$ cat src/rtl/loader_pkg.sv
// Shared definitions for the instruction-memory boot loader.
// Frame field widths, sync marker default and FSM state encoding.
package loader_pkg;

  localparam int LEN_W = 16;
  localparam int CHK_W = 8;

  localparam logic [7:0] SYNC_DEFAULT = 8'hA5;

  typedef enum logic [2:0] {
    S_IDLE,
    S_LEN0,
    S_LEN1,
    S_DATA,
    S_CHK,
    S_DONE,
    S_ERR
  } state_t;

endpackage

$ cat src/rtl/loader_word_asm.sv
// Byte-to-word assembler: little-endian shift register, byte counter
// and running XOR over length and data bytes.
module loader_word_asm
  import loader_pkg::*;
(
  input  logic             clk,
  input  logic             reset_n,
  input  logic             clear,
  input  logic             len_en,
  input  logic             data_en,
  input  logic [7:0]       data,
  output logic [31:0]      word_full,
  output logic             word_last,
  output logic [CHK_W-1:0] chk
);

  logic [1:0]  cnt;
  logic [31:0] word;

  // Word as it will look once the current byte lands in its lane.
  always_comb begin
    word_full = word;
    word_full[{cnt, 3'b000} +: 8] = data;
    word_last = data_en && (cnt == 2'd3);
  end

  always_ff @(posedge clk or negedge reset_n) begin
    if (!reset_n) begin
      cnt  <= 2'd0;
      word <= 32'd0;
      chk  <= '0;
    end else if (clear) begin
      cnt  <= 2'd0;
      word <= 32'd0;
      chk  <= '0;
    end else begin
      if (len_en || data_en) begin
        chk <= chk ^ data;
      end
      if (data_en) begin
        cnt <= cnt + 2'd1;
        word[{cnt, 3'b000} +: 8] <= data;
      end
    end
  end

endmodule

$ cat src/rtl/imem_loader.sv
// Framed byte-stream loader writing 32-bit words into instruction
// memory and holding the core in reset until the checksum verifies.
module imem_loader
  import loader_pkg::*;
#(
  parameter logic [31:0] BASE_ADDR = 32'h0000_0000,
  parameter int          MAX_WORDS = 1024,
  parameter logic [7:0]  SYNC_BYTE = SYNC_DEFAULT
) (
  input  logic        clk,
  input  logic        reset_n,
  input  logic [7:0]  rx_data,
  input  logic        rx_valid,
  output logic        rx_ready,
  output logic [31:0] tb_addr,
  output logic [31:0] tb_inst,
  output logic        tb_we,
  output logic        cpu_reset_n,
  output logic        load_busy,
  output logic        load_done,
  output logic        load_err
);

  localparam logic [31:0] MAX_W = 32'(MAX_WORDS);

  state_t             state;
  logic [7:0]         len_lo;
  logic [LEN_W-1:0]   len;
  logic [LEN_W-1:0]   len_full;
  logic [LEN_W-1:0]   word_idx;
  logic               acc;
  logic               is_sync;
  logic               restart;
  logic               len_en;
  logic               data_en;
  logic [31:0]        word_full;
  logic               word_last;
  logic [CHK_W-1:0]   chk;

  assign acc      = rx_valid && rx_ready;
  assign is_sync  = (rx_data == SYNC_BYTE);
  assign len_full = {rx_data, len_lo};
  assign len_en   = acc && (state == S_LEN0 || state == S_LEN1);
  assign data_en  = acc && (state == S_DATA);
  assign restart  = acc && is_sync &&
                    (state == S_IDLE || state == S_DONE ||
                     state == S_ERR);

  loader_word_asm u_asm (
    .clk       (clk),
    .reset_n   (reset_n),
    .clear     (restart),
    .len_en    (len_en),
    .data_en   (data_en),
    .data      (rx_data),
    .word_full (word_full),
    .word_last (word_last),
    .chk       (chk)
  );

  always_ff @(posedge clk or negedge reset_n) begin
    if (!reset_n) begin
      state       <= S_IDLE;
      rx_ready    <= 1'b0;
      tb_addr     <= BASE_ADDR;
      tb_inst     <= 32'd0;
      tb_we       <= 1'b0;
      cpu_reset_n <= 1'b0;
      load_busy   <= 1'b0;
      load_done   <= 1'b0;
      load_err    <= 1'b0;
      len_lo      <= 8'd0;
      len         <= '0;
      word_idx    <= '0;
    end else begin
      rx_ready <= 1'b1;
      tb_we    <= 1'b0;
      if (acc) begin
        unique case (state)
          S_IDLE, S_DONE, S_ERR: begin
            if (is_sync) begin
              state       <= S_LEN0;
              cpu_reset_n <= 1'b0;
              load_done   <= 1'b0;
              load_err    <= 1'b0;
              load_busy   <= 1'b1;
            end
          end
          S_LEN0: begin
            len_lo <= rx_data;
            state  <= S_LEN1;
          end
          S_LEN1: begin
            len      <= len_full;
            word_idx <= '0;
            if ({16'd0, len_full} > MAX_W) begin
              state     <= S_ERR;
              load_busy <= 1'b0;
              load_err  <= 1'b1;
            end else if (len_full == '0) begin
              state <= S_CHK;
            end else begin
              state <= S_DATA;
            end
          end
          S_DATA: begin
            if (word_last) begin
              tb_we    <= 1'b1;
              tb_inst  <= word_full;
              tb_addr  <= BASE_ADDR + {14'd0, word_idx, 2'b00};
              word_idx <= word_idx + 16'd1;
              if (word_idx == len - 16'd1) begin
                state <= S_CHK;
              end
            end
          end
          S_CHK: begin
            load_busy <= 1'b0;
            if (rx_data == chk) begin
              state       <= S_DONE;
              cpu_reset_n <= 1'b1;
              load_done   <= 1'b1;
            end else begin
              state    <= S_ERR;
              load_err <= 1'b1;
            end
          end
          default: state <= S_IDLE;
        endcase
      end
    end
  end

endmodule

$ cat config.mk
export PLATFORM = sky130hd
export DESIGN_NAME = imem_loader
export DESIGN_NICKNAME = d
export VERILOG_FILES = /design/src/rtl/loader_pkg.sv /design/src/rtl/loader_word_asm.sv /design/src/rtl/imem_loader.sv
export SDC_FILE = /design/constraint.sdc
export NUM_CORES = 1
export LEC_CHECK = 0
export ABC_CLOCK_PERIOD_IN_PS = 3050
export BUFFER_PORTS_ARGS = -buffer_cell sky130_fd_sc_hd__clkbuf_2
export CELL_PAD_IN_SITES_DETAIL_PLACEMENT = 1
export CELL_PAD_IN_SITES_GLOBAL_PLACEMENT = 2
export CORE_ASPECT_RATIO = 0.7
export CORE_MARGIN = 2
export CORE_UTILIZATION = 36
export CTS_CLUSTER_SIZE = 40
export DETAILED_ROUTE_END_ITERATION = 12
export GPL_ROUTABILITY_DRIVEN = 0
export PLACE_DENSITY_LB_ADDON = 0.1
export SETUP_SLACK_MARGIN = 0.15
export SLEW_MARGIN = 5
export SYNTH_ARGS = -nofsm -noshare
export SYNTH_HDL_FRONTEND = slang
export SYNTH_SLANG_ARGS = --single-unit
$ cat constraint.sdc
create_clock -name clk -period 3.05 [get_ports clk]
set_input_delay 0.305 -clock clk [delete_from_list [all_inputs] [get_ports clk]]
set_output_delay 0.305 -clock clk [all_outputs]
set_load 0.01 [all_outputs]
==> flow_metrics.env <==
export IMPL_outcome="complete, no violations"
export IMPL_hpwl_mm=12.9
export IMPL_drtIter0Drc=312
export IMPL_powerDensity_nw_per_um2=825
export IMPL_worst_pin_slew_ns=0.730
export IMPL_max_slew_margin_pct=51.1
export IMPL_post_cts_setup_buffer_count=0
export IMPL_area_growth_pct=17.5
export IMPL_switching_share_pct=34.9
export IMPL_cts_hold_buf=1
export IMPL_grt_pass1_wl_mm=29.8
export IMPL_max_cap_viol_count=0
export IMPL_path_common_cell="o21ai_0"
export IMPL_hp_start="rx_data[1]"
export IMPL_hold_path_class="input pin to flip-flop"
export IMPL_dr_pass1_iters=4
export IMPL_start_util_pct=37.1
export IMPL_seqPwrFrac_pct=38.8
export IMPL_die_area_sq_um=18900
export IMPL_fmax_mhz=389
export IMPL_avgSynthCellArea_sq_um=9.26
export IMPL_clock_latency_ns=0.42
export IMPL_drc=0
export IMPL_finalSetupViolCount=0
export IMPL_worstSetupPathType="flip-flop to flip-flop"
export IMPL_synth_cell_area_sq_um=6400
export IMPL_startpoint="len[0]"
export IMPL_antenna_found_initial=0
export IMPL_rows=40
export IMPL_power_leakage_nw=3.64
export IMPL_fin_area_sq_um=7520
export IMPL_num_fill_cells=1955
export IMPL_ys_warn_count=0
export IMPL_place_area_sq_um=6900
export IMPL_cp_slowest_cell="dfrtp_1"
export IMPL_syn_instance_count=691
export IMPL_die_h_um=116
export IMPL_regToRegStartpoint="len[0]"
export IMPL_fin_nets=761
export IMPL_max_clock_path_buffers=2
export IMPL_ys_ff_latch=130
export IMPL_tritoncts="done"
export IMPL_yosys_cell_types_count=56
export IMPL_ir_worst_vdd_v=0.000325
export IMPL_root_buffer="clkbuf_16"
export IMPL_async_flop_share_pct=100
export IMPL_ant_nets=0
export IMPL_cpPeakStageDelay_ns=0.44
export IMPL_p_clk_share_pct=34.1
export IMPL_finalPower_mw=6.21
export IMPL_seq_area_frac_synth_pct=50.8
export IMPL_grt_overflow_total=0
export IMPL_layout_drive_gt1_share_pct=17.9
export IMPL_h_tree_depth=4
export IMPL_cellInternalPower_mw=4.04
export IMPL_cts_sinks=130
export IMPL_vias=5117
export IMPL_clk_pin_slew_ns=0.06
export IMPL_period_share_pct=84.2
export IMPL_totalWireLength_mm=18.3
export IMPL_io_buffers=64
export IMPL_slew_viol_final=0
export IMPL_cts_made_buffers=17
export IMPL_grt_max_degree=59
export IMPL_die_width_um=163
export IMPL_rsz0062_at_grt="false"
export IMPL_antennaDiodeCount=0
export IMPL_placeableCoreArea_sq_um=17300
export IMPL_p_comb_share_pct=27.1
export IMPL_crit_fanout=7
export IMPL_yosys_most_used_dff="dfrtp_1"
export IMPL_clock_skew_ns=0.00767
export IMPL_cp_start_kind="flip-flop"
export IMPL_viasPerCell=5.18
export IMPL_tns_ns=0
export IMPL_grt_usage_pct=20.7
export IMPL_crit_chain="inv_1 -> ha_1 -> nor2b_1 -> nand4_1 -> xor2_1 -> o21ai_0 -> o21ai_0 -> nor4b_2 -> or3_1"
export IMPL_cp_end_kind="flip-flop"
export IMPL_arrival_ns=2.93
export IMPL_switchingPower_mw=2.17
export IMPL_grt_pass1_vias=5355
export IMPL_finalHoldViolations=0
export IMPL_ios=81
export IMPL_worstPathRequired_ns=3.41
export IMPL_dpl_worst_slack_ns=0.508
export IMPL_worst_slack_ns=0.482
export IMPL_period_minus_slack_ns=2.57
export IMPL_synth_edff_count=0
export IMPL_wire_per_inst_um=18.6
export IMPL_cts_resized=0
==> power by group through the flow <==
stage	Combinational (mW)	Sequential [mW]	Clock, mW
floorplan	1.31	2.30	0
global placement	1.60	2.41	0
detailed placement	1.66	2.43	0
CTS	1.69	2.41	2.16
global route	1.89	2.47	2.23
finish	1.68	2.41	2.12
==> per-layer routing <==
metal	wire, um	global-route usage [%]	vias up
li1	-	-	2417
met1	9420	31.7	2565
met2	7770	30.1	123
met3	967	3.72	12
met4	165	5.49	0
met5	0	0	-
==> synth_stat cells (all sizes together) (3+ instances only) <==
master | count | share of area [%]
nor3 | 13 | 1.0
clkbuf | 42 | 2.5
nand3 | 21 | 1.6
a21oi | 7 | 0.55
nor2b | 3 | 0.29
a221oi | 24 | 3.3
and3 | 5 | 0.51
dfrtp | 130 | 51
nand2 | 132 | 7.8
buf | 21 | 2.6
nand2b | 5 | 0.53
nor4 | 6 | 0.68
and2 | 5 | 0.49
xor2 | 22 | 3.0
nand4 | 9 | 0.88
a22oi | 26 | 3.0
o21ai | 15 | 1.2
mux2 | 8 | 1.4
xnor2 | 32 | 4.4
ha | 7 | 1.4
nor4b | 3 | 0.61
nor2 | 111 | 6.5
inv | 10 | 0.59
or3 | 7 | 0.76
==> worst paths after layout <==
| path | cells past startpoint | endpoint | slack [ns] |
|---|---|---|---|
| worst max-delay path | 9 | state[2] | 0.48 |
| worst min-delay path | 2 | len_lo[1] | 0.27 |
| worst max register to register | 9 | state[2] | 0.48 |
| worst min register to register | 2 | tb_addr[12] | 0.47 |
| max in group asynchronous | 3 | word_idx[2] | 2.00 |
| min in group asynchronous | 2 | word_idx[5] | 0.36 |
==> area by class of cell <==
| type | count | area [sq um] | area share (%) |
|---|---|---|---|
| Sequential cell | 130 | 3250 | 43.3 |
| Multi-Input combinational cell | 502 | 2850 | 37.9 |
| Timing Repair Buffer | 81 | 478 | 6.36 |
| Clock buffer | 18 | 429 | 5.71 |
| Tap cell | 231 | 289 | 3.84 |
| Clock inverter | 14 | 180 | 2.40 |
| Inverter | 11 | 41.3 | 0.549 |
==> through the flow <==
step / instances / hold WS [ns] / util [%]
6_report: 987 / 0.267 / 43.6
5_1_grt: 987 / 0.270 / 43.6
4_1_cts: 987 / 0.255 / 43.6
3_5_place_dp: 954 / 0.269 / 40.0
3_3_place_gp: 954 / 0.261 / 40.0
2_1_floorplan: 706 / 0.00941 / -
==> registers in the layout (all words and copies together), names as in the netlist <==
| name | count |
|---|---|
| tb_we | 1 |
| word_idx | 16 |
| load_err | 1 |
| tb_inst | 32 |
| len_lo | 8 |
| state | 3 |
| load_done | 1 |
| u_asm.cnt | 2 |
| u_asm.chk | 8 |
| len | 16 |
| u_asm.word | 24 |
| load_busy | 1 |
| rx_ready | 1 |
| tb_addr | 16 |
==> critical path, delay by kind of cell (launching register included) <==
family	cells	cell delay (ns)
AOI/OAI and AO/OA	2	0.34
and+or+nand+nor	4	1.12
adders and majority gates	1	0.31
DFF	1	0.44
xor gates and xnor gates	1	0.19
buffers and inverters	1	0.11
==> placed cells by master (no fill, tap or decap), drive strengths merged, types with 5 or more instances in the layout <==
cell type and n:
xnor2 32, and2 5, nor4 6, inv 14, ha 7, a22oi 26, nand4 9, nor3 13
o21ai 15, conb 17, clkbuf 81, a221oi 24, xor2 22, nor2 111, nand2b 5, a21oi 7
and3 5, dfrtp 130, buf 17, nand2 132, clkinv 6, or3 7, nand3 21, mux2 8
==> logic make-up after synthesis <==
family | after synthesis | share of synthesized area (%)
AO/OA/AOI/OAI | 87 | 10.2
XOR/XNOR | 54 | 7.39
adder cells (fa/ha/maj) | 7 | 1.37
buffers and inverters | 74 | 5.71
flip-flops | 130 | 50.8
multiplexers | 10 | 1.72
other | 2 | 0.117
AND/OR/NAND/NOR | 327 | 22.6
No activity file was read; power rests on OpenSTA's default activity.
